[src/rtl/bsg_global_buffer_bank_sched_if.sv]
// Request/bank bundle for the global buffer bank scheduler.
// slave: scheduler side; master: ring endpoints, rw port and SRAM side.
interface bsg_global_buffer_bank_sched_if #(
    parameter int data_width_p = -1,
    parameter int bank_els_p   = -1,
    parameter int queue_els_p  = 4
);
    localparam int bank_addr_width_lp =
        (bank_els_p <= 1) ? 1 : $clog2(bank_els_p);
    localparam int cnt_width_lp =
        (queue_els_p + 1 <= 1) ? 1 : $clog2(queue_els_p + 1);

    logic [bank_addr_width_lp-1:0] ro_addr_i;
    logic                          ro_v_i;
    logic [bank_addr_width_lp-1:0] wo_addr_i;
    logic [data_width_p-1:0]       wo_data_i;
    logic                          wo_v_i;
    logic [bank_addr_width_lp-1:0] rw_addr_i;
    logic [data_width_p-1:0]       rw_data_i;
    logic                          rw_w_i;
    logic                          rw_v_i;
    logic                          rw_yumi_o;
    logic [bank_addr_width_lp-1:0] mem_addr_o;
    logic [data_width_p-1:0]       mem_data_o;
    logic                          mem_w_o;
    logic                          mem_v_o;
    logic [data_width_p-1:0]       mem_data_i;
    logic [data_width_p-1:0]       ro_data_o;
    logic                          ro_data_v_o;
    logic [data_width_p-1:0]       rw_data_o;
    logic                          rw_data_v_o;
    logic [cnt_width_lp-1:0]       ro_count_o;
    logic [cnt_width_lp-1:0]       wo_count_o;
    logic                          overflow_o;

    modport slave (
        input  ro_addr_i, ro_v_i,
        input  wo_addr_i, wo_data_i, wo_v_i,
        input  rw_addr_i, rw_data_i, rw_w_i, rw_v_i,
        input  mem_data_i,
        output rw_yumi_o,
        output mem_addr_o, mem_data_o, mem_w_o, mem_v_o,
        output ro_data_o, ro_data_v_o,
        output rw_data_o, rw_data_v_o,
        output ro_count_o, wo_count_o, overflow_o
    );

    modport master (
        output ro_addr_i, ro_v_i,
        output wo_addr_i, wo_data_i, wo_v_i,
        output rw_addr_i, rw_data_i, rw_w_i, rw_v_i,
        output mem_data_i,
        input  rw_yumi_o,
        input  mem_addr_o, mem_data_o, mem_w_o, mem_v_o,
        input  ro_data_o, ro_data_v_o,
        input  rw_data_o, rw_data_v_o,
        input  ro_count_o, wo_count_o, overflow_o
    );
endinterface

[src/rtl/bsg_global_buffer_bank_sched.sv]
// Shares one single-port SRAM bank among ro ring, wo ring and local rw port.
// Ports: clk_i, reset_i (async, active-high), bus (slave modport of the _if).
module bsg_global_buffer_bank_sched #(
    parameter int data_width_p = -1,
    parameter int bank_els_p   = -1,
    parameter int queue_els_p  = 4
) (
    input logic clk_i,
    input logic reset_i,
    bsg_global_buffer_bank_sched_if.slave bus
);
    localparam int bank_addr_width_lp =
        (bank_els_p <= 1) ? 1 : $clog2(bank_els_p);
    localparam int cnt_width_lp =
        (queue_els_p + 1 <= 1) ? 1 : $clog2(queue_els_p + 1);
    localparam int ptr_width_lp =
        (queue_els_p <= 2) ? 1 : $clog2(queue_els_p);

    typedef logic [bank_addr_width_lp-1:0] addr_t;
    typedef logic [data_width_p-1:0]       data_t;
    typedef logic [cnt_width_lp-1:0]       cnt_t;
    typedef logic [ptr_width_lp-1:0]       ptr_t;

    typedef enum logic [1:0] {
        LAST_RW = 2'd0,
        LAST_WO = 2'd1,
        LAST_RO = 2'd2
    } last_e;

    localparam cnt_t full_cnt_lp = cnt_t'(queue_els_p);
    localparam ptr_t last_ptr_lp = ptr_t'(queue_els_p - 1);

    function automatic ptr_t ptr_inc(input ptr_t p);
        return (p == last_ptr_lp) ? '0 : p + 1'b1;
    endfunction

    addr_t ro_mem_q      [queue_els_p];
    addr_t wo_addr_mem_q [queue_els_p];
    data_t wo_data_mem_q [queue_els_p];

    ptr_t  ro_wptr_q, ro_wptr_d, ro_rptr_q, ro_rptr_d;
    ptr_t  wo_wptr_q, wo_wptr_d, wo_rptr_q, wo_rptr_d;
    cnt_t  ro_cnt_q, ro_cnt_d, wo_cnt_q, wo_cnt_d;
    last_e last_q, last_d;
    logic  overflow_q, overflow_d;
    logic  ro_data_v_q, ro_data_v_d;
    logic  rw_data_v_q, rw_data_v_d;

    logic  gnt_ro, gnt_wo, gnt_rw, rr_gnt;
    logic  ro_full, wo_full, ro_ne, wo_ne;
    logic  ro_enq, wo_enq, ro_drop, wo_drop;

    assign ro_full = (ro_cnt_q == full_cnt_lp);
    assign wo_full = (wo_cnt_q == full_cnt_lp);
    assign ro_ne   = (ro_cnt_q != '0);
    assign wo_ne   = (wo_cnt_q != '0);

    // Urgency beats round-robin; only round-robin wins move the pointer.
    always_comb begin
        gnt_ro = 1'b0;
        gnt_wo = 1'b0;
        gnt_rw = 1'b0;
        rr_gnt = 1'b0;
        if (!reset_i) begin
            if (ro_full) begin
                gnt_ro = 1'b1;
            end else if (wo_full) begin
                gnt_wo = 1'b1;
            end else begin
                rr_gnt = 1'b1;
                case (last_q)
                    LAST_RO: begin
                        if (bus.rw_v_i)  gnt_rw = 1'b1;
                        else if (wo_ne)  gnt_wo = 1'b1;
                        else if (ro_ne)  gnt_ro = 1'b1;
                    end
                    LAST_RW: begin
                        if (wo_ne)           gnt_wo = 1'b1;
                        else if (ro_ne)      gnt_ro = 1'b1;
                        else if (bus.rw_v_i) gnt_rw = 1'b1;
                    end
                    default: begin
                        if (ro_ne)           gnt_ro = 1'b1;
                        else if (bus.rw_v_i) gnt_rw = 1'b1;
                        else if (wo_ne)      gnt_wo = 1'b1;
                    end
                endcase
            end
        end
    end

    // A full queue still accepts when it is being drained the same cycle.
    assign ro_enq  = bus.ro_v_i & (~ro_full | gnt_ro);
    assign wo_enq  = bus.wo_v_i & (~wo_full | gnt_wo);
    assign ro_drop = bus.ro_v_i & ro_full & ~gnt_ro;
    assign wo_drop = bus.wo_v_i & wo_full & ~gnt_wo;

    always_comb begin
        last_d      = last_q;
        ro_wptr_d   = ro_enq ? ptr_inc(ro_wptr_q) : ro_wptr_q;
        ro_rptr_d   = gnt_ro ? ptr_inc(ro_rptr_q) : ro_rptr_q;
        wo_wptr_d   = wo_enq ? ptr_inc(wo_wptr_q) : wo_wptr_q;
        wo_rptr_d   = gnt_wo ? ptr_inc(wo_rptr_q) : wo_rptr_q;
        ro_cnt_d    = ro_cnt_q;
        wo_cnt_d    = wo_cnt_q;
        overflow_d  = overflow_q | ro_drop | wo_drop;
        ro_data_v_d = gnt_ro;
        rw_data_v_d = gnt_rw & ~bus.rw_w_i;
        if (ro_enq & ~gnt_ro)      ro_cnt_d = ro_cnt_q + 1'b1;
        else if (~ro_enq & gnt_ro) ro_cnt_d = ro_cnt_q - 1'b1;
        if (wo_enq & ~gnt_wo)      wo_cnt_d = wo_cnt_q + 1'b1;
        else if (~wo_enq & gnt_wo) wo_cnt_d = wo_cnt_q - 1'b1;
        if (rr_gnt) begin
            if (gnt_rw)      last_d = LAST_RW;
            else if (gnt_wo) last_d = LAST_WO;
            else if (gnt_ro) last_d = LAST_RO;
        end
    end

    always_ff @(posedge clk_i or posedge reset_i) begin
        if (reset_i) begin
            ro_wptr_q   <= '0;
            ro_rptr_q   <= '0;
            wo_wptr_q   <= '0;
            wo_rptr_q   <= '0;
            ro_cnt_q    <= '0;
            wo_cnt_q    <= '0;
            last_q      <= LAST_RO;
            overflow_q  <= 1'b0;
            ro_data_v_q <= 1'b0;
            rw_data_v_q <= 1'b0;
        end else begin
            ro_wptr_q   <= ro_wptr_d;
            ro_rptr_q   <= ro_rptr_d;
            wo_wptr_q   <= wo_wptr_d;
            wo_rptr_q   <= wo_rptr_d;
            ro_cnt_q    <= ro_cnt_d;
            wo_cnt_q    <= wo_cnt_d;
            last_q      <= last_d;
            overflow_q  <= overflow_d;
            ro_data_v_q <= ro_data_v_d;
            rw_data_v_q <= rw_data_v_d;
        end
    end

    // Queue storage needs no reset; pointers and counts define validity.
    always_ff @(posedge clk_i) begin
        if (ro_enq) begin
            ro_mem_q[ro_wptr_q] <= bus.ro_addr_i;
        end
        if (wo_enq) begin
            wo_addr_mem_q[wo_wptr_q] <= bus.wo_addr_i;
            wo_data_mem_q[wo_wptr_q] <= bus.wo_data_i;
        end
    end

    assign bus.rw_yumi_o   = gnt_rw;
    assign bus.mem_v_o     = gnt_ro | gnt_wo | gnt_rw;
    assign bus.mem_w_o     = gnt_wo | (gnt_rw & bus.rw_w_i);
    assign bus.mem_addr_o  = gnt_ro ? ro_mem_q[ro_rptr_q]
                           : gnt_wo ? wo_addr_mem_q[wo_rptr_q]
                           : bus.rw_addr_i;
    assign bus.mem_data_o  = gnt_wo ? wo_data_mem_q[wo_rptr_q]
                           : bus.rw_data_i;
    assign bus.ro_data_o   = bus.mem_data_i;
    assign bus.rw_data_o   = bus.mem_data_i;
    assign bus.ro_data_v_o = ro_data_v_q;
    assign bus.rw_data_v_o = rw_data_v_q;
    assign bus.ro_count_o  = ro_cnt_q;
    assign bus.wo_count_o  = wo_cnt_q;
    assign bus.overflow_o  = overflow_q;
endmodule
[src/flat_wrapper.sv]
// flat-port wrapper written by rule: the top's interface ports become plain ports
module bsg_global_buffer_bank_sched_flat 
#(
    parameter int data_width_p = -1,
    parameter int bank_els_p   = -1,
    parameter int queue_els_p  = 4
)
  (clk_i, reset_i, bus_ro_addr_i, bus_ro_v_i, bus_wo_addr_i, bus_wo_data_i, bus_wo_v_i, bus_rw_addr_i, bus_rw_data_i, bus_rw_w_i, bus_rw_v_i, bus_mem_data_i, bus_rw_yumi_o, bus_mem_addr_o, bus_mem_data_o, bus_mem_w_o, bus_mem_v_o, bus_ro_data_o, bus_ro_data_v_o, bus_rw_data_o, bus_rw_data_v_o, bus_ro_count_o, bus_wo_count_o, bus_overflow_o);
  bsg_global_buffer_bank_sched_if #(.data_width_p(data_width_p), .bank_els_p(bank_els_p), .queue_els_p(queue_els_p)) bus_i ();
  input logic clk_i;
  input logic reset_i;
  input wire logic [$bits(bus_i.ro_addr_i)-1:0] bus_ro_addr_i;
  input wire logic [$bits(bus_i.ro_v_i)-1:0] bus_ro_v_i;
  input wire logic [$bits(bus_i.wo_addr_i)-1:0] bus_wo_addr_i;
  input wire logic [$bits(bus_i.wo_data_i)-1:0] bus_wo_data_i;
  input wire logic [$bits(bus_i.wo_v_i)-1:0] bus_wo_v_i;
  input wire logic [$bits(bus_i.rw_addr_i)-1:0] bus_rw_addr_i;
  input wire logic [$bits(bus_i.rw_data_i)-1:0] bus_rw_data_i;
  input wire logic [$bits(bus_i.rw_w_i)-1:0] bus_rw_w_i;
  input wire logic [$bits(bus_i.rw_v_i)-1:0] bus_rw_v_i;
  input wire logic [$bits(bus_i.mem_data_i)-1:0] bus_mem_data_i;
  output wire logic [$bits(bus_i.rw_yumi_o)-1:0] bus_rw_yumi_o;
  output wire logic [$bits(bus_i.mem_addr_o)-1:0] bus_mem_addr_o;
  output wire logic [$bits(bus_i.mem_data_o)-1:0] bus_mem_data_o;
  output wire logic [$bits(bus_i.mem_w_o)-1:0] bus_mem_w_o;
  output wire logic [$bits(bus_i.mem_v_o)-1:0] bus_mem_v_o;
  output wire logic [$bits(bus_i.ro_data_o)-1:0] bus_ro_data_o;
  output wire logic [$bits(bus_i.ro_data_v_o)-1:0] bus_ro_data_v_o;
  output wire logic [$bits(bus_i.rw_data_o)-1:0] bus_rw_data_o;
  output wire logic [$bits(bus_i.rw_data_v_o)-1:0] bus_rw_data_v_o;
  output wire logic [$bits(bus_i.ro_count_o)-1:0] bus_ro_count_o;
  output wire logic [$bits(bus_i.wo_count_o)-1:0] bus_wo_count_o;
  output wire logic [$bits(bus_i.overflow_o)-1:0] bus_overflow_o;
  assign bus_i.ro_addr_i = bus_ro_addr_i;
  assign bus_i.ro_v_i = bus_ro_v_i;
  assign bus_i.wo_addr_i = bus_wo_addr_i;
  assign bus_i.wo_data_i = bus_wo_data_i;
  assign bus_i.wo_v_i = bus_wo_v_i;
  assign bus_i.rw_addr_i = bus_rw_addr_i;
  assign bus_i.rw_data_i = bus_rw_data_i;
  assign bus_i.rw_w_i = bus_rw_w_i;
  assign bus_i.rw_v_i = bus_rw_v_i;
  assign bus_i.mem_data_i = bus_mem_data_i;
  assign bus_rw_yumi_o = bus_i.rw_yumi_o;
  assign bus_mem_addr_o = bus_i.mem_addr_o;
  assign bus_mem_data_o = bus_i.mem_data_o;
  assign bus_mem_w_o = bus_i.mem_w_o;
  assign bus_mem_v_o = bus_i.mem_v_o;
  assign bus_ro_data_o = bus_i.ro_data_o;
  assign bus_ro_data_v_o = bus_i.ro_data_v_o;
  assign bus_rw_data_o = bus_i.rw_data_o;
  assign bus_rw_data_v_o = bus_i.rw_data_v_o;
  assign bus_ro_count_o = bus_i.ro_count_o;
  assign bus_wo_count_o = bus_i.wo_count_o;
  assign bus_overflow_o = bus_i.overflow_o;
  bsg_global_buffer_bank_sched #(.data_width_p(data_width_p), .bank_els_p(bank_els_p), .queue_els_p(queue_els_p)) u_core (.clk_i(clk_i), .reset_i(reset_i), .bus(bus_i));
endmodule
[config.mk]
export PLATFORM = sky130hd
export DESIGN_NAME = bsg_global_buffer_bank_sched_flat
export DESIGN_NICKNAME = d
export VERILOG_FILES = /design/src/rtl/bsg_global_buffer_bank_sched_if.sv /design/src/rtl/bsg_global_buffer_bank_sched.sv /design/src/flat_wrapper.sv
export SDC_FILE = /design/constraint.sdc
export NUM_CORES = 1
export LEC_CHECK = 0
export ABC_AREA = 0
export CORE_MARGIN = 2
export CORE_UTILIZATION = 50
export CTS_CLUSTER_SIZE = 8
export DETAILED_ROUTE_END_ITERATION = 12
export PLACE_DENSITY = 0.77
export SYNTH_ARGS = -nofsm -noshare
export SYNTH_HDL_FRONTEND = slang
export SYNTH_SLANG_ARGS = --single-unit
export TNS_END_PERCENT = 100
[constraint.sdc]
create_clock -name clk_i -period 2.74 [get_ports clk_i]
set_input_delay 0.274 -clock clk_i [delete_from_list [all_inputs] [get_ports clk_i]]
set_output_delay 0.274 -clock clk_i [all_outputs]
set_load 0.05 [all_outputs]
======== Yosys cells after proc, flatten, opt, wreduce, memory -nomap -nowiden ========
Memory sizes are Yosys's and may differ from the RTL's.
Cells that the tools add are included.
word-level totals
  register bits after elaboration ......... 19
  latch bits .............................. 0
  bits in writable memories ............... 20
  memory bits (read-only) ................. 0
  input port bits ......................... 18
  output and inout bits ................... 22
  logic and storage cells ................. 103
  memories kept ........................... 3
cells by class
  add/sub/neg operators ................... 8
  multipliers ............................. 0
  div/mod/pow operators ................... 0
  $lt $le $gt $ge ......................... 0
  equal/unequal tests ..................... 7
  shift operators ......................... 0
  muxes and demuxes ....................... 42
  bitwise operators ....................... 26
  reduce and logical (&&, ||, !) cells .... 7
memories
  name                  depth  bits a word  read ports  clocked after memory_dff  wr ports  line                                RTL
  u_core.wo_data_mem_q  4      3            1           0                         1         bsg_global_buffer_bank_sched.sv:39  data_t wo_data_mem_q [queue_els_p];
  u_core.ro_mem_q       4      1            1           0                         1         bsg_global_buffer_bank_sched.sv:37  addr_t ro_mem_q [queue_els_p];
  u_core.wo_addr_mem_q  4      1            1           0                         1         bsg_global_buffer_bank_sched.sv:38  addr_t wo_addr_mem_q [queue_els_p];
operators with widths
  kind                                                                 count
  1-bit two-way mux                                                    27
  3-bit two-way mux                                                    5
  2-bit two-way mux                                                    7
  1-bit bitwise AND                                                    12
  2-bit equality test (second input constant)                          5
  3-bit nonzero test                                                   3
  2-bit by 1-bit adder with 2-bit output (second input constant)       4
  1-bit inverter                                                       7
  1-bit bitwise OR                                                     7
  3-bit by 1-bit adder with 3-bit output (second input constant)       2
  3-bit equality test (second input constant)                          2
  1-bit case mux with 2 select lines                                   3
  3-bit by 1-bit subtractor with 3-bit output (second input constant)  2
  2-bit nonzero test                                                   2
  2-bit logical NOT                                                    1
  2-bit AND reduction                                                  1

======== Logic depth before layout (Yosys ltp) ========
Gate-level depths: netlist of the first run.
  word-level depth ........................ 14
  gate-level depth with buffers ........... 11
  depth with buffers taken out ............ 10

======== Worst setup path before layout of the first run ========
No wires, ideal clock.
  path type ............................... reg-to-output
  start ................................... register u_core.wo_cnt_q[0], in the netlist u_core.bus.wo_count_o[0]
  end ..................................... output bus_mem_w_o
  data arrival time ....................... 2,553 ps
  data required time ...................... 2,466 ps
  setup slack ............................. -87 ps
  stages on the path, launching flop included .. 5
  buffers on the path ..................... 0
  cells stage by stage .................... dfrtp_1 > nor3b_2 > or3_1 > nor2_1 > a21o_1
between the ends
  elaborated cells on any way between the ends .. 16
  classes of those cells .................. 1 x eq/ne; 12 x mux; 2 x bitwise; 1 x reduce/logical
RTL lines
  what                                line                                 RTL
  start: declaration                  bsg_global_buffer_bank_sched.sv:43   cnt_t ro_cnt_q, ro_cnt_d, wo_cnt_q, wo_cnt_d;
  start signal: assignment            bsg_global_buffer_bank_sched.sv:138  wo_cnt_q <= wo_cnt_d;
  3-bit nonzero test                  bsg_global_buffer_bank_sched.sv:56   assign wo_ne = (wo_cnt_q != '0);
  1-bit two-way mux                   bsg_global_buffer_bank_sched.sv:78   if (wo_ne) gnt_wo = 1'b1;
  1-bit case mux with 2 select lines  bsg_global_buffer_bank_sched.sv:71   case (last_q)
  1-bit two-way mux *                 bsg_global_buffer_bank_sched.sv:67   end else if (wo_full) begin
  1-bit two-way mux *                 bsg_global_buffer_bank_sched.sv:65   if (ro_full) begin
  1-bit two-way mux *                 bsg_global_buffer_bank_sched.sv:64   if (!reset_i) begin
  net bus_rw_yumi_o                   flat_wrapper.sv:22                   output wire logic [$bits(bus_i.rw_yumi_o)-1:0] bus_rw_yumi_o;
  1-bit bitwise AND *                 bsg_global_buffer_bank_sched.sv:159  assign bus.mem_w_o = gnt_wo | (gnt_rw & bus.rw_w_i);
  1-bit bitwise OR *                  bsg_global_buffer_bank_sched.sv:159
  end: declaration                    flat_wrapper.sv:25                   output wire logic [$bits(bus_i.mem_w_o)-1:0] bus_mem_w_o;
The timed path passes the listed nets; every way through them passes the cells marked *.

======== Worst setup path in the final report of the first run ========
  start ................................... register u_core.ro_cnt_q[0], in the netlist u_core.bus.ro_count_o[0]
  end ..................................... output bus_mem_data_o[2]
between the ends
  cells in the longest elaborated chain, start to end .. 7
  elaborated cells on any way between the ends .. 8
  classes of those cells .................. 1 x eq/ne; 6 x mux; 1 x reduce/logical
ends and longest elaborated chain
  what                                line                                 RTL
  start: declaration                  bsg_global_buffer_bank_sched.sv:43
  start signal: assignment            bsg_global_buffer_bank_sched.sv:137  ro_cnt_q <= ro_cnt_d;
  3-bit nonzero test                  bsg_global_buffer_bank_sched.sv:55   assign ro_ne = (ro_cnt_q != '0);
  1-bit two-way mux                   bsg_global_buffer_bank_sched.sv:83   if (ro_ne) gnt_ro = 1'b1;
  1-bit case mux with 2 select lines  bsg_global_buffer_bank_sched.sv:71
  1-bit two-way mux                   bsg_global_buffer_bank_sched.sv:67
  1-bit two-way mux *                 bsg_global_buffer_bank_sched.sv:65
  1-bit two-way mux *                 bsg_global_buffer_bank_sched.sv:64
  3-bit two-way mux *                 bsg_global_buffer_bank_sched.sv:163  assign bus.mem_data_o = gnt_wo ? wo_data_mem_q[wo_rptr_q]
  end: declaration                    flat_wrapper.sv:24                   output wire logic [$bits(bus_i.mem_data_o)-1:0] bus_mem_data_o;
Mark *: on every way between the ends. The rest lies on a longest branch, timed or not.

==> results of run 1 <==
## metrics by stage
stage	hold WS (ns)	std cells	worst slack, ns	utilization
after global placement	0.472	225	0.248	0.609
after floorplan	0.347	149	0.147	-
after global routing	0.542	233	0.0701	0.632
after detailed placement	0.480	225	0.192	0.609
after CTS	0.508	233	0.213	0.632
final	0.510	233	0.234	0.632
## cells in the final DEF (no fill, tap or decap), types with 2 or more instances in the layout
cell / n
clkdlybuf4s50_1: 23
edfxtp_1: 20
dfrtp_1: 18
inv_1: 12
ha_1: 12
buf_4: 9
and2_1: 8
nor2_1: 6
mux2_4: 5
mux4_2: 5
clkbuf_8: 5
o21ai_0: 4
xnor2_1: 3
mux2_2: 3
nor3_1: 3
xor2_1: 3
buf_12: 3
or2_2: 2
mux2_1: 2
mux2i_1: 2
nor2_2: 2
nand2_1: 2
fa_1: 2
clkinvlp_4: 2
## area by class of cell
type,count,area [um2],area share
clock buffer,5,68.8,0.0272
clock inverter,3,23.8,0.00940
inverter,12,45.0,0.0178
multi-input combinational,89,895,0.354
sequential,39,1080,0.426
tap,50,62.6,0.0247
timing repair buffer,35,358,0.141
## cell families (layout without fill, tap and decap cells)
| kind of cell | after synthesis | after routing | synth area share |
|---|---|---|---|
| XOR/XNOR | 6 | 6 | 0.0254 |
| multiplexers | 17 | 17 | 0.127 |
| AO/OA/AOI/OAI | 19 | 19 | 0.0845 |
| AND/OR/NAND/NOR | 33 | 33 | 0.101 |
| adder cells (fa/ha/maj) | 14 | 14 | 0.0917 |
| buffers and inverters | 21 | 55 | 0.0501 |
| flip-flops | 39 | 39 | 0.520 |
## registers in the layout, indices dropped and copies added, names as in the netlist, 2 cells and up
register / flops
u_core.wo_rptr_q: 2
u_core.bus.wo_count_o: 3
u_core.wo_addr_mem_q: 4
u_core.ro_wptr_q: 2
u_core.ro_rptr_q: 2
u_core.wo_wptr_q: 2
u_core.last_q: 2
u_core.ro_mem_q: 4
u_core.bus.ro_count_o: 3
u_core.wo_data_mem_q: 12
## routing by layer
metal | track usage | share of wire | wire length, um
met5 | 0 | 0 | 0
met4 | 0.0750 | 0.019 | 65
met3 | 0.0493 | 0.039 | 136
met2 | 0.303 | 0.51 | 1780
met1 | 0.217 | 0.43 | 1510
## power groups by stage
stage	Clock, mW	Sequential, mW	Combinational (mW)
final	0.391	1.04	1.67
after global routing	0.429	1.08	1.82
after CTS	0.406	1.04	1.70
after detailed placement	0	1.05	1.69
after global placement	0	1.04	1.64
after floorplan	0	1.21	1.03
## worst max-delay path, delay by kind of cell, from the launching register on
family	cells	cell delay, ns
AOI/OAI and AO/OA	2	0.66
DFF	1	0.49
buffers and inverters	2	0.37
muxes	1	0.31
and+or+nand+nor	1	0.12
## path summary, 6_finish.rpt
check,endpoint,startpoint
setup / recovery,bus_mem_data_o[2],u_core.bus.ro_count_o[0]
hold / removal,u_core.bus.wo_count_o[2],u_core.bus.wo_count_o[2]
min in group asynchronous,u_core.wo_wptr_q[1],reset_i
hold reg to reg,u_core.bus.wo_count_o[2],u_core.bus.wo_count_o[2]
max in group asynchronous,u_core.last_q[1],reset_i
setup reg to reg,u_core.bus.wo_count_o[2],u_core.bus.ro_count_o[0]
==> results.json, run 1 <==
{
  "fmax_mhz": 399,
  "peakVddDrop_mv": 0.699,
  "clkLatencyLatePin_ns": 0.29,
  "ctsRootBufferMaster": "clkbuf_8",
  "wl_per_cell_um": 15.0,
  "synth_ff_type": "edfxtp_1",
  "synth.top_cell.area_share": 0.290,
  "ys_top_cells_by_area": "edfxtp_1 (29%), dfrtp_1 (22%), ha_1 (7.2%), mux4_2 (5.4%), mux2_4 (3.6%)",
  "ctsResizeCount": 0,
  "initial_core_util": 0.518,
  "synth_cell_types": 48,
  "critPathMaxFanout": 7,
  "crit_path_max_incr_delay_ns": 0.49,
  "via_per_inst": 5.27,
  "synth_seq_cells": 39,
  "switching_share": 0.424,
  "hold_class": "register to register",
  "io_buffers": 30,
  "cts-htree-levels": 2,
  "p_leak_nw": 1.03,
  "tightest_slew_ns": 0.505,
  "num-fill-cells": 304,
  "remaining_drc_errors": 0,
  "critPathRequiredTime_ns": 2.47,
  "final_nets": 214,
  "numCtsBuffers": 5,
  "syn-cell-area_um2": 2070,
  "drt-total-wl_mm": 3.49,
  "crit_chain": "o41ai_2 -> a31oi_2 -> nor2_4 -> buf_4 -> mux2_4 -> buf_4",
  "p_clk_frac": 0.126,
  "setup_viol": 0,
  "syn_avg_cell_area_um2": 13.9,
  "hold_viol_final": 0,
  "yosys.cell_count.top_type": "edfxtp_1",
  "placed_area_um2": 2440,
  "drive_gt1_frac": 0.251,
  "overflow": 0,
  "hold_path_depth": 1,
  "worst_ep_arrival_time_ns": 2.23,
  "synth_commonest_cells": "edfxtp_1 (20), dfrtp_1 (18), ha_1 (12), inv_1 (12), and2_1 (8)",
  "crit_top_cell": "buf_4",
  "dr.pass1.iters": 4,
  "rr_worst_depth": 10,
  "grt_first_pass_wirelength_mm": 6.02,
  "path_class": "register to output port",
  "area_delta_synth_final_pct": 22.0,
  "syn_nets": 181,
  "die_area_um2": 4680,
  "die_x_um": 68.4,
  "tritoncts": "done",
  "outcome": "finished clean",
  "pin_count": 40,
  "maxCapViolCount": 0,
  "yosysTopAreaCell": "edfxtp_1",
  "clock_skew_ns": 0.00158,
  "layout_worst_path_cycle_share": 0.915,
  "clkTransAtPathRegs_ns": 0.08,
  "cp-start-kind": "register",
  "p_comb_frac": 0.540,
  "num_antenna_cells": 0,
  "seq_area_frac_synth": 0.520,
  "globalRouteTotalUtil": 0.180,
  "dp_hpwl_mm": 2.71,
  "design_area_um2": 2530,
  "grt_setup_unrepaired": "no",
  "power_mw": 3.10,
  "slew_violations": 0,
  "clock-sinks": 39,
  "antenna_found_initial": 0,
  "postCtsSetupRepairBufs": 0,
  "die_h_um": 68.4,
  "vias": 1228,
  "slew_headroom": 0.663,
  "async_flop_share": 0.487,
  "synth_cells": 149,
  "rows": 23,
  "first_iter_violations": 48,
  "place.gp.congestion": 0.884,
  "grt_max_degree": 20,
  "cts_buffer_depth": 2,
  "ant_nets": 0,
  "powerDensity_nw_per_um2": 1230,
  "cpMaxStageDelayCell": "dfrtp_1",
  "seq_power_share": 0.334,
  "regToRegSetupSlack_ns": 0.30,
  "netSwitchingPower_mw": 1.32,
  "end_kind": "output port",
  "synth_warnings": 0,
  "synth-edff-count": 20,
  "hold_buffers": 0,
  "setup_tns_ns": 0,
  "grt_pass1_vias": 1339,
  "p_int_mw": 1.79,
  "period_needed_ns": 2.51,
  "coreArea_um2": 4000
}
Power figures use the tool's default switching activity.
==> run 2: changes to the inputs <==
clock period = 3.3 ns   (was 2.74 ns; I/O delays follow)
==> run 2 against run 1 <==
Design area shrank 2.1%. First-iteration DRC count fell by 23%. Via count decreased by 0.81%. Largest cell class unchanged.
==> results.json, run 2 (synthesis gave the netlist of run 1 again) <==
{
  "pin_count": 40,
  "peakVddDrop_mv": 0.694,
  "drive_gt1_frac": 0.190,
  "tritoncts": "done",
  "overflow": 0,
  "mostFrequentLayoutCell": "clkdlybuf4s50_1",
  "clock-sinks": 39,
  "initial_core_util": 0.518,
  "slew_headroom": 0.614,
  "setup_viol": 0,
  "cpMaxStageDelayCell": "clkdlybuf4s50_1",
  "fmax_mhz": 326,
  "io_buffers": 30,
  "wl_per_cell_um": 15.4,
  "register_area_um2": 1080,
  "ctsResizeCount": 0,
  "powerDensity_nw_per_um2": 1010,
  "power_mw": 2.50,
  "num-fill-cells": 300,
  "place.gp.congestion": 0.880,
  "regToRegSetupSlack_ns": 0.71,
  "drt-total-wl_mm": 3.53,
  "first_iter_violations": 37,
  "cts_buffer_depth": 2,
  "slew_violations": 0,
  "crit_path_max_incr_delay_ns": 0.81,
  "clkTransAtPathRegs_ns": 0.08,
  "placed_area_um2": 2380,
  "final_nets": 210,
  "grt_max_degree": 20,
  "globalRouteTotalUtil": 0.173,
  "dp_hpwl_mm": 2.74,
  "clkLatencyLatePin_ns": 0.30,
  "hold_viol_final": 0,
  "top_register": "u_core.wo_data_mem_q",
  "ant_nets": 0,
  "cts-htree-levels": 2,
  "layout_worst_path_cycle_share": 0.930,
  "vias": 1218,
  "grt_setup_unrepaired": "no",
  "outcome": "finished clean",
  "hold_class": "register to register",
  "die_x_um": 68.4,
  "die_h_um": 68.4,
  "tightest_slew_ns": 0.578,
  "crit_chain": "nor3b_2 -> a31oi_2 -> o32a_1 -> a2bb2oi_2 -> clkdlybuf4s50_1",
  "critPathRequiredTime_ns": 2.97,
  "coreArea_um2": 4000,
  "cp-start-kind": "register",
  "grt_pass1_vias": 1248,
  "rows": 23,
  "remaining_drc_errors": 0,
  "period_needed_ns": 3.07,
  "numCtsBuffers": 5,
  "ctsRootBufferMaster": "clkbuf_8",
  "area_delta_synth_final_pct": 19.5,
  "die_area_um2": 4680,
  "top_regs": "u_core.wo_data_mem_q x12, u_core.ro_mem_q x4, u_core.wo_addr_mem_q x4",
  "largest_reg_flops": 12,
  "worst_ep_arrival_time_ns": 2.74,
  "end_kind": "output port",
  "p_leak_nw": 0.991,
  "path_class": "register to output port",
  "dr.pass1.iters": 4,
  "num_antenna_cells": 0,
  "antenna_found_initial": 0,
  "layout_common_cells": "clkdlybuf4s50_1 (30), edfxtp_1 (20), dfrtp_1 (18)",
  "critPathMaxFanout": 7,
  "hold_buffers": 0,
  "clock_skew_ns": 0.00807,
  "design_area_um2": 2480,
  "maxCapViolCount": 0,
  "grt_first_pass_wirelength_mm": 5.82,
  "via_per_inst": 5.32,
  "postCtsSetupRepairBufs": 0,
  "setup_tns_ns": 0,
  "multiInputGateArea_um2": 892
}
==> run 2: cell types whose count changed in the layout (fill, tap and decap cells not counted), sizes merged <==
cell	previous run	this run
clkdlybuf4s50	23	30
buf	12	1
==> run 2: cell type report <==
cell class                      instances  area share
Sequential cell                        39       0.435
Multi-Input combinational cell         89       0.360
Timing Repair Buffer                   31       0.124
Clock buffer                            5      0.0278
Tap cell                               50      0.0253
Inverter                               12      0.0182
Clock inverter                          3     0.00960
==> run 2: power by group <==
part	switching (mW)	internal, mW	total (mW)
registers	0.174	0.688	0.863
logic	0.729	0.580	1.31
clock network	0.179	0.151	0.330
==> run 2: worst paths after layout <==
kind	start	endpoint	cells past startpoint
setup reg to reg	u_core.bus.wo_count_o[0]	u_core.bus.wo_count_o[1]	8
hold / removal	u_core.bus.overflow_o	u_core.bus.overflow_o	2
max in group asynchronous	reset_i	u_core.last_q[1]	3
setup / recovery	u_core.bus.wo_count_o[0]	bus_mem_addr_o	5
min in group asynchronous	reset_i	u_core.wo_wptr_q[1]	3
hold reg to reg	u_core.bus.overflow_o	u_core.bus.overflow_o	2
==> run 2: metrics by stage <==
stage / util / setup WS [ns] / cells / hold WS (ns)
4_1_cts: 0.619 / 0.221 / 229 / 0.508
5_1_grt: 0.619 / 0.0627 / 229 / 0.526
3_5_place_dp: 0.596 / 0.361 / 221 / 0.486
6_report: 0.619 / 0.231 / 229 / 0.502
3_3_place_gp: 0.596 / 0.423 / 221 / 0.470
2_1_floorplan: - / 0.417 / 149 / 0.403
==> run 2: worst max-delay path: cells and delay by family, from the launching register on <==
kind	cells	cell delay (ns)
flip-flops	1	0.47
buffers and inverters	1	0.81
AND/OR/NAND/NOR	1	0.51
AO/OA/AOI/OAI	3	0.65
==> run 2: per-layer routing <==
layer | routed length [um] | global-route usage | vias up
met3 | 133 | 0.0395 | 13
li1 | - | - | 587
met1 | 1470 | 0.204 | 600
met2 | 1830 | 0.292 | 18
met5 | 0 | 0 | -
met4 | 87 | 0.0925 | 0
==> run 3: changes to the inputs <==
SETUP_SLACK_MARGIN = 0.05   (was default)
==> results of run 3 <==
The final DEF is identical to that of run 2; final timing and power are the same.
==> RTL edit 1: new RTL, flow settings as in run 1 <==
The 3 values of `last_e` get a one-hot encoding in 3 bits.
--- a/src/rtl/bsg_global_buffer_bank_sched.sv
+++ b/src/rtl/bsg_global_buffer_bank_sched.sv
@@ -21,10 +21,10 @@
     typedef logic [cnt_width_lp-1:0]       cnt_t;
     typedef logic [ptr_width_lp-1:0]       ptr_t;
 
-    typedef enum logic [1:0] {
-        LAST_RW = 2'd0,
-        LAST_WO = 2'd1,
-        LAST_RO = 2'd2
+    typedef enum logic [2:0] {
+        LAST_RW = 3'b001,
+        LAST_WO = 3'b010,
+        LAST_RO = 3'b100
     } last_e;
 
     localparam cnt_t full_cnt_lp = cnt_t'(queue_els_p);
Function: no difference found for any inputs over 4 cycles, from zero or initial values and one cycle with reset_i high; so few cycles prove little.
==> RTL edit 1 against run 1 <==
  * Final area up 0.94%
  * Power up 5.0%
  * Count of clock-buffer cells in the layout up 1
  * Wire length up 3.6%
  * Hold slack worse by 27 ps
  * Core utilization up 0.14 points
  * Register-to-register slack better by 20 ps
  * Sequential share of layout area up 0.58 points
  * Synthesized area up 1.4%
  * Sequential power up 5%
  * Critical path depth unchanged
  * Sequential cell count up 1
  * Worst setup slack worse by 100 ps
  * Critical endpoint is now bus_mem_addr_o
  * Largest power group unchanged
  * Highest routed layer unchanged
==> RTL edit 1: results (changes against run 1) <==
Hold path
  – Worst Hold Path Cells: 2 (+1)

Power and ir drop
  – Worst VDD drop: 0.000486 V (-30%)
  – Internal power: 0.00188 W (+5.4%)

STA
  – Final Skew: 5.52 ps (+3.95 ps)
  – Hold Slack: 482 ps (-27.3 ps)
  – Post-route minimum period: 2610 ps (+104 ps)

Global routing
  – Largest net degree at the start of global routing: 23 (+15%)
  – Vias in the first global route: 1351 (+0.90%)
  – GRT Util Overall: 18.0% (-0.024 points)
  – First-pass GRT wire length: 6130 um (+1.8%)

Synthesis
  – Async SR Flop Fraction: 50.0% (+1.3 points)
  – Post-synthesis cell type count: 44 (-8.3%)
  – Dominant cells by area after synthesis: edfxtp_1 (29%), dfrtp_1 (23%), ha_1 (7.1%)
  – Seq/Total Area, Yosys: 52.4% (+0.48 points)
  – Syn Nets: 193 (+6.6%)
  – Mapped Cells: 161 (+8.1%)
  – Syn_area_per_cell: 13.1 sq um (-6.2%)
  – Post-synth top cells: edfxtp_1 (20), dfrtp_1 (19), ha_1 (12)

Cells and area
  – ClkCell Share: 4.21% (+0.55 points)
  – Proportion of layout cells with a drive suffix above 1: 21.2% (-3.9 points)
  – Layout net count: 224 (+4.7%)
  – Fillers: 311 (+2.3%)
  – Register Area: 1100 sq um (+2.3%)
  – Signal buf overhead: 13.2% (-0.92 points)
  – Multi-input logic area: 902 sq um (+0.84%)
  – Seq Cell Count: 40 (+2.6%)
  – Inverters, non-clock: 11 (-1)
  – Non-clk bufs: 34 (-2.9%)
  – Fin area: 2550 sq um (+0.94%)
  – Clock buffers: 6 (+1)
  – Multi-In Gates: 100 (+12%)

Setup path
  – Worst reg-to-reg setup slack: 320 ps (+20 ps)
  – Family with the most delay on the worst path: multiplexers
  – Data arrival time of the worst path: 2340 ps (+110 ps)
  – Worst path max stage delay: 580 ps (+90 ps)
  – Crit-path slowest cell: dfstp_2
  – Maximum fanout along the worst path: 5 (-2)

Detailed routing
  – Initial DRC Count: 113 (+140%)
  – Via count: 1320 (+7.5%)
  – Final wirelength: 3620 um (+3.6%)

Placement
  – GPL Wtd Cong: 0.856 (-3.2%)
  – Place WS: 29.2 ps (-163 ps)
  – DP HPWL: 2820 um (+4.1%)
  – Placed Area: 2440 sq um (+0.15%)

Status
  – Status: finished clean
==> RTL edit 1: cell types whose count changed in the layout (fill, tap and decap cells not counted), moves of 4 or more <==
cell | run 1 | this run
a21oi_1 | 0 | 5
mux2_2 | 3 | 8
mux2_4 | 5 | 1
nand2_1 | 2 | 8
o21ai_0 | 4 | 9
==> RTL edit 1: path summary, 6_finish.rpt <==
path / from / to
min in group asynchronous: reset_i / u_core.wo_rptr_q[0]
setup / recovery: u_core.last_q[2] / bus_mem_addr_o
max in group asynchronous: reset_i / u_core.last_q[2]
hold / removal: u_core.bus.overflow_o / u_core.bus.overflow_o
setup reg to reg: u_core.bus.wo_count_o[1] / u_core.bus.ro_count_o[2]
hold reg to reg: u_core.bus.overflow_o / u_core.bus.overflow_o
==> RTL edit 1: logic make-up after synthesis <==
| logic type | synth area share [%] |
|---|---|
| flip-flops | 52.4 |
| AND/OR/NAND/NOR | 13.6 |
| buffers and inverters | 4.88 |
| adder cells (fa/ha/maj) | 9.05 |
| multiplexers | 11.4 |
| XOR/XNOR | 2.50 |
| AO/OA/AOI/OAI | 6.13 |
==> RTL edit 1: worst min-delay path, delay by kind of cell (launching register included) <==
family         cells  cell delay [ps]
flip-flops         1              340
AO/OA/AOI/OAI      2              100
==> RTL edit 1: power by group through the flow <==
stage	Clock [W]	Sequential [W]	Combinational [W]
5_1_grt	0.000502	0.00112	0.00187
6_report	0.000461	0.00109	0.00171
3_3_place_gp	0	0.00108	0.00165
2_1_floorplan	0	0.00123	0.00108
4_1_cts	0.000469	0.00109	0.00173
3_5_place_dp	0	0.00110	0.00172
==> RTL edit 1: routing by layer <==
metal	up-vias	track usage, %	routed length, um	share of wire (%)
li1	627	-	-	-
met5	-	0	0	0
met3	12	3.57	176	4.9
met4	0	9.80	84	2.3
met1	649	19.9	1400	39
met2	32	32.3	1960	54
==> RTL edit 2: new RTL, flow settings as in run 1 <==
Without the edit above. `queue_els_p` is set to 4 in 3 places; all go to 16.
--- a/src/rtl/bsg_global_buffer_bank_sched_if.sv
+++ b/src/rtl/bsg_global_buffer_bank_sched_if.sv
@@ -3,7 +3,7 @@
 interface bsg_global_buffer_bank_sched_if #(
     parameter int data_width_p = -1,
     parameter int bank_els_p   = -1,
-    parameter int queue_els_p  = 4
+    parameter int queue_els_p  = 16
 );
     localparam int bank_addr_width_lp =
         (bank_els_p <= 1) ? 1 : $clog2(bank_els_p);
--- a/src/rtl/bsg_global_buffer_bank_sched.sv
+++ b/src/rtl/bsg_global_buffer_bank_sched.sv
@@ -3,7 +3,7 @@
 module bsg_global_buffer_bank_sched #(
     parameter int data_width_p = -1,
     parameter int bank_els_p   = -1,
-    parameter int queue_els_p  = 4
+    parameter int queue_els_p  = 16
 ) (
     input logic clk_i,
     input logic reset_i,
--- a/src/flat_wrapper.sv
+++ b/src/flat_wrapper.sv
@@ -3,7 +3,7 @@
 #(
     parameter int data_width_p = -1,
     parameter int bank_els_p   = -1,
-    parameter int queue_els_p  = 4
+    parameter int queue_els_p  = 16
 )
   (clk_i, reset_i, bus_ro_addr_i, bus_ro_v_i, bus_wo_addr_i, bus_wo_data_i, bus_wo_v_i, bus_rw_addr_i, bus_rw_data_i, bus_rw_w_i, bus_rw_v_i, bus_mem_data_i, bus_rw_yumi_o, bus_mem_addr_o, bus_mem_data_o, bus_mem_w_o, bus_mem_v_o, bus_ro_data_o, bus_ro_data_v_o, bus_rw_data_o, bus_rw_data_v_o, bus_ro_count_o, bus_wo_count_o, bus_overflow_o);
   bsg_global_buffer_bank_sched_if #(.data_width_p(data_width_p), .bank_els_p(bank_els_p), .queue_els_p(queue_els_p)) bus_i ();
Ports: changed (resized bus_ro_count_o and bus_wo_count_o); port bits go from 40 to 44. No check against the original RTL was run, so the function may have changed too.
==> RTL edit 2 against run 1 <==
  * The flow now finishes with violations (setup timing)
  * Clock skew grew 15 ps
  * Worst setup slack lost 230 ps
  * Hold slack lost 54 ps
  * Count of clock-buffer cells in the layout grew 4
  * Power grew 130%
  * Sequential cell count grew 72
  * Wire length grew to 2.9 times the old value
  * Final area grew 150%
  * Synthesized area grew to 2.5 times the old value
  * Largest cell class unchanged
==> RTL edit 2: results (changes against run 1) <==
Cells and area
  – Largest regs: u_core.wo_data_mem_q: 48 flops, u_core.ro_mem_q: 16 flops, u_core.wo_addr_mem_q: 16 flops
  – Multi-input logic area: 1950 sq um (+120%)
  – Proportion of layout cells with a drive suffix above 1: 26.1% (+0.98 points)
  – Fillers: 769 (+150%)
  – Layout net count: 458 (+110%)
  – Non-Filler Instances: 561 (+140%)

Synthesis
  – Number of synthesized flops with an enable pin: 80 (+300%)
  – Post-synthesis mux area share: 12.4% (-0.35 points)
  – Dominant cells by area after synthesis: edfxtp_1 (46%), dfrtp_1 (14%), mux4_1 (7.5%)
  – Compound-Gate Fraction of Synth Area: 7.79% (-0.66 points)
  – Mapped Cells: 364 (+140%)
  – Post-synth top cells: edfxtp_1 (80), nand2_1 (31), dfrtp_1 (30)
  – Seq/Total Area, Yosys: 60.5% (+8.6 points)
  – Synth Area in XOR/XNOR: 2.33% (-0.20 points)
  – Synth Area in Adders: 5.05% (-4.1 points)

Detailed routing
  – WL/cell: 18.0 um (+20%)
  – Vias/cell: 5.60 (+6.2%)

Placement
  – Place WS: 21.5 ps (-170 ps)
  – GPL Wtd Cong: 0.858 (-3.0%)

Global routing
  – First-pass GRT wire length: 16400 um (+170%)
  – Largest net degree at the start of global routing: 36 (+80%)
  – GRT Util Overall: 19.2% (+1.1 points)
  – Vias in the first global route: 3148 (+140%)

Status
  – Failing checks: setup timing
  – Status: finished, violations left

Hold path
  – Hold crit path type: primary input to flop

STA
  – Final Skew: 17.0 ps (+15.5 ps)
  – Setup TNS: -0.709 ps (-0.709 ps)
  – Final WS setup: -0.709 ps (-235 ps)
  – Final setup fails: 1 (+1)
  – Slew @ Worst Pin: 616 ps (+111 ps)

Power and ir drop
  – Internal power: 0.00422 W (+140%)
  – Logic power comb: 0.00343 W (+110%)
  – Clock Power: 0.00105 W (+170%)
  – Seq pwr: 0.00257 W (+150%)

Setup path
  – Data arrival time of the worst path: 2470 ps (+240 ps)
  – Worst path max stage delay: 520 ps (+30 ps)
  – Maximum fanout along the worst path: 5 (-2)

Clock tree
  – Clock-pin slew on the worst setup and hold paths: 120 ps (+40 ps)
  – H-tree levels: 3 (+1)
## RTL edit 2: routing by layer
metal,GRT usage [%],wire (um)
met1,25.2,4300
met2,31.4,5170
met3,4.11,428
met4,7.51,213
met5,0,0
## RTL edit 2: cell type report
type                    count  share of cell area (%)
multi-input cells         218                    31.3
inverters                  12                   0.902
well taps                 136                    2.73
clock inverters             7                    1.52
flip-flops and latches    111                    51.1
clock buffers               9                    1.98
repair buffers             68                    10.4
## RTL edit 2: path summary, 6_finish.rpt
check	from	to	cells after the start	slack, ps
max	u_core.bus.wo_count_o[3]	bus_mem_addr_o	8	-0.7
min	bus_rw_w_i	u_core.bus.rw_data_v_o	2	460
max reg2reg	u_core.bus.wo_count_o[3]	u_core.bus.wo_count_o[4]	12	10
min reg2reg	u_core.last_q[1]	u_core.last_q[1]	2	510
max in group asynchronous	reset_i	u_core.last_q[1]	4	1820
min in group asynchronous	reset_i	u_core.wo_rptr_q[1]	4	560
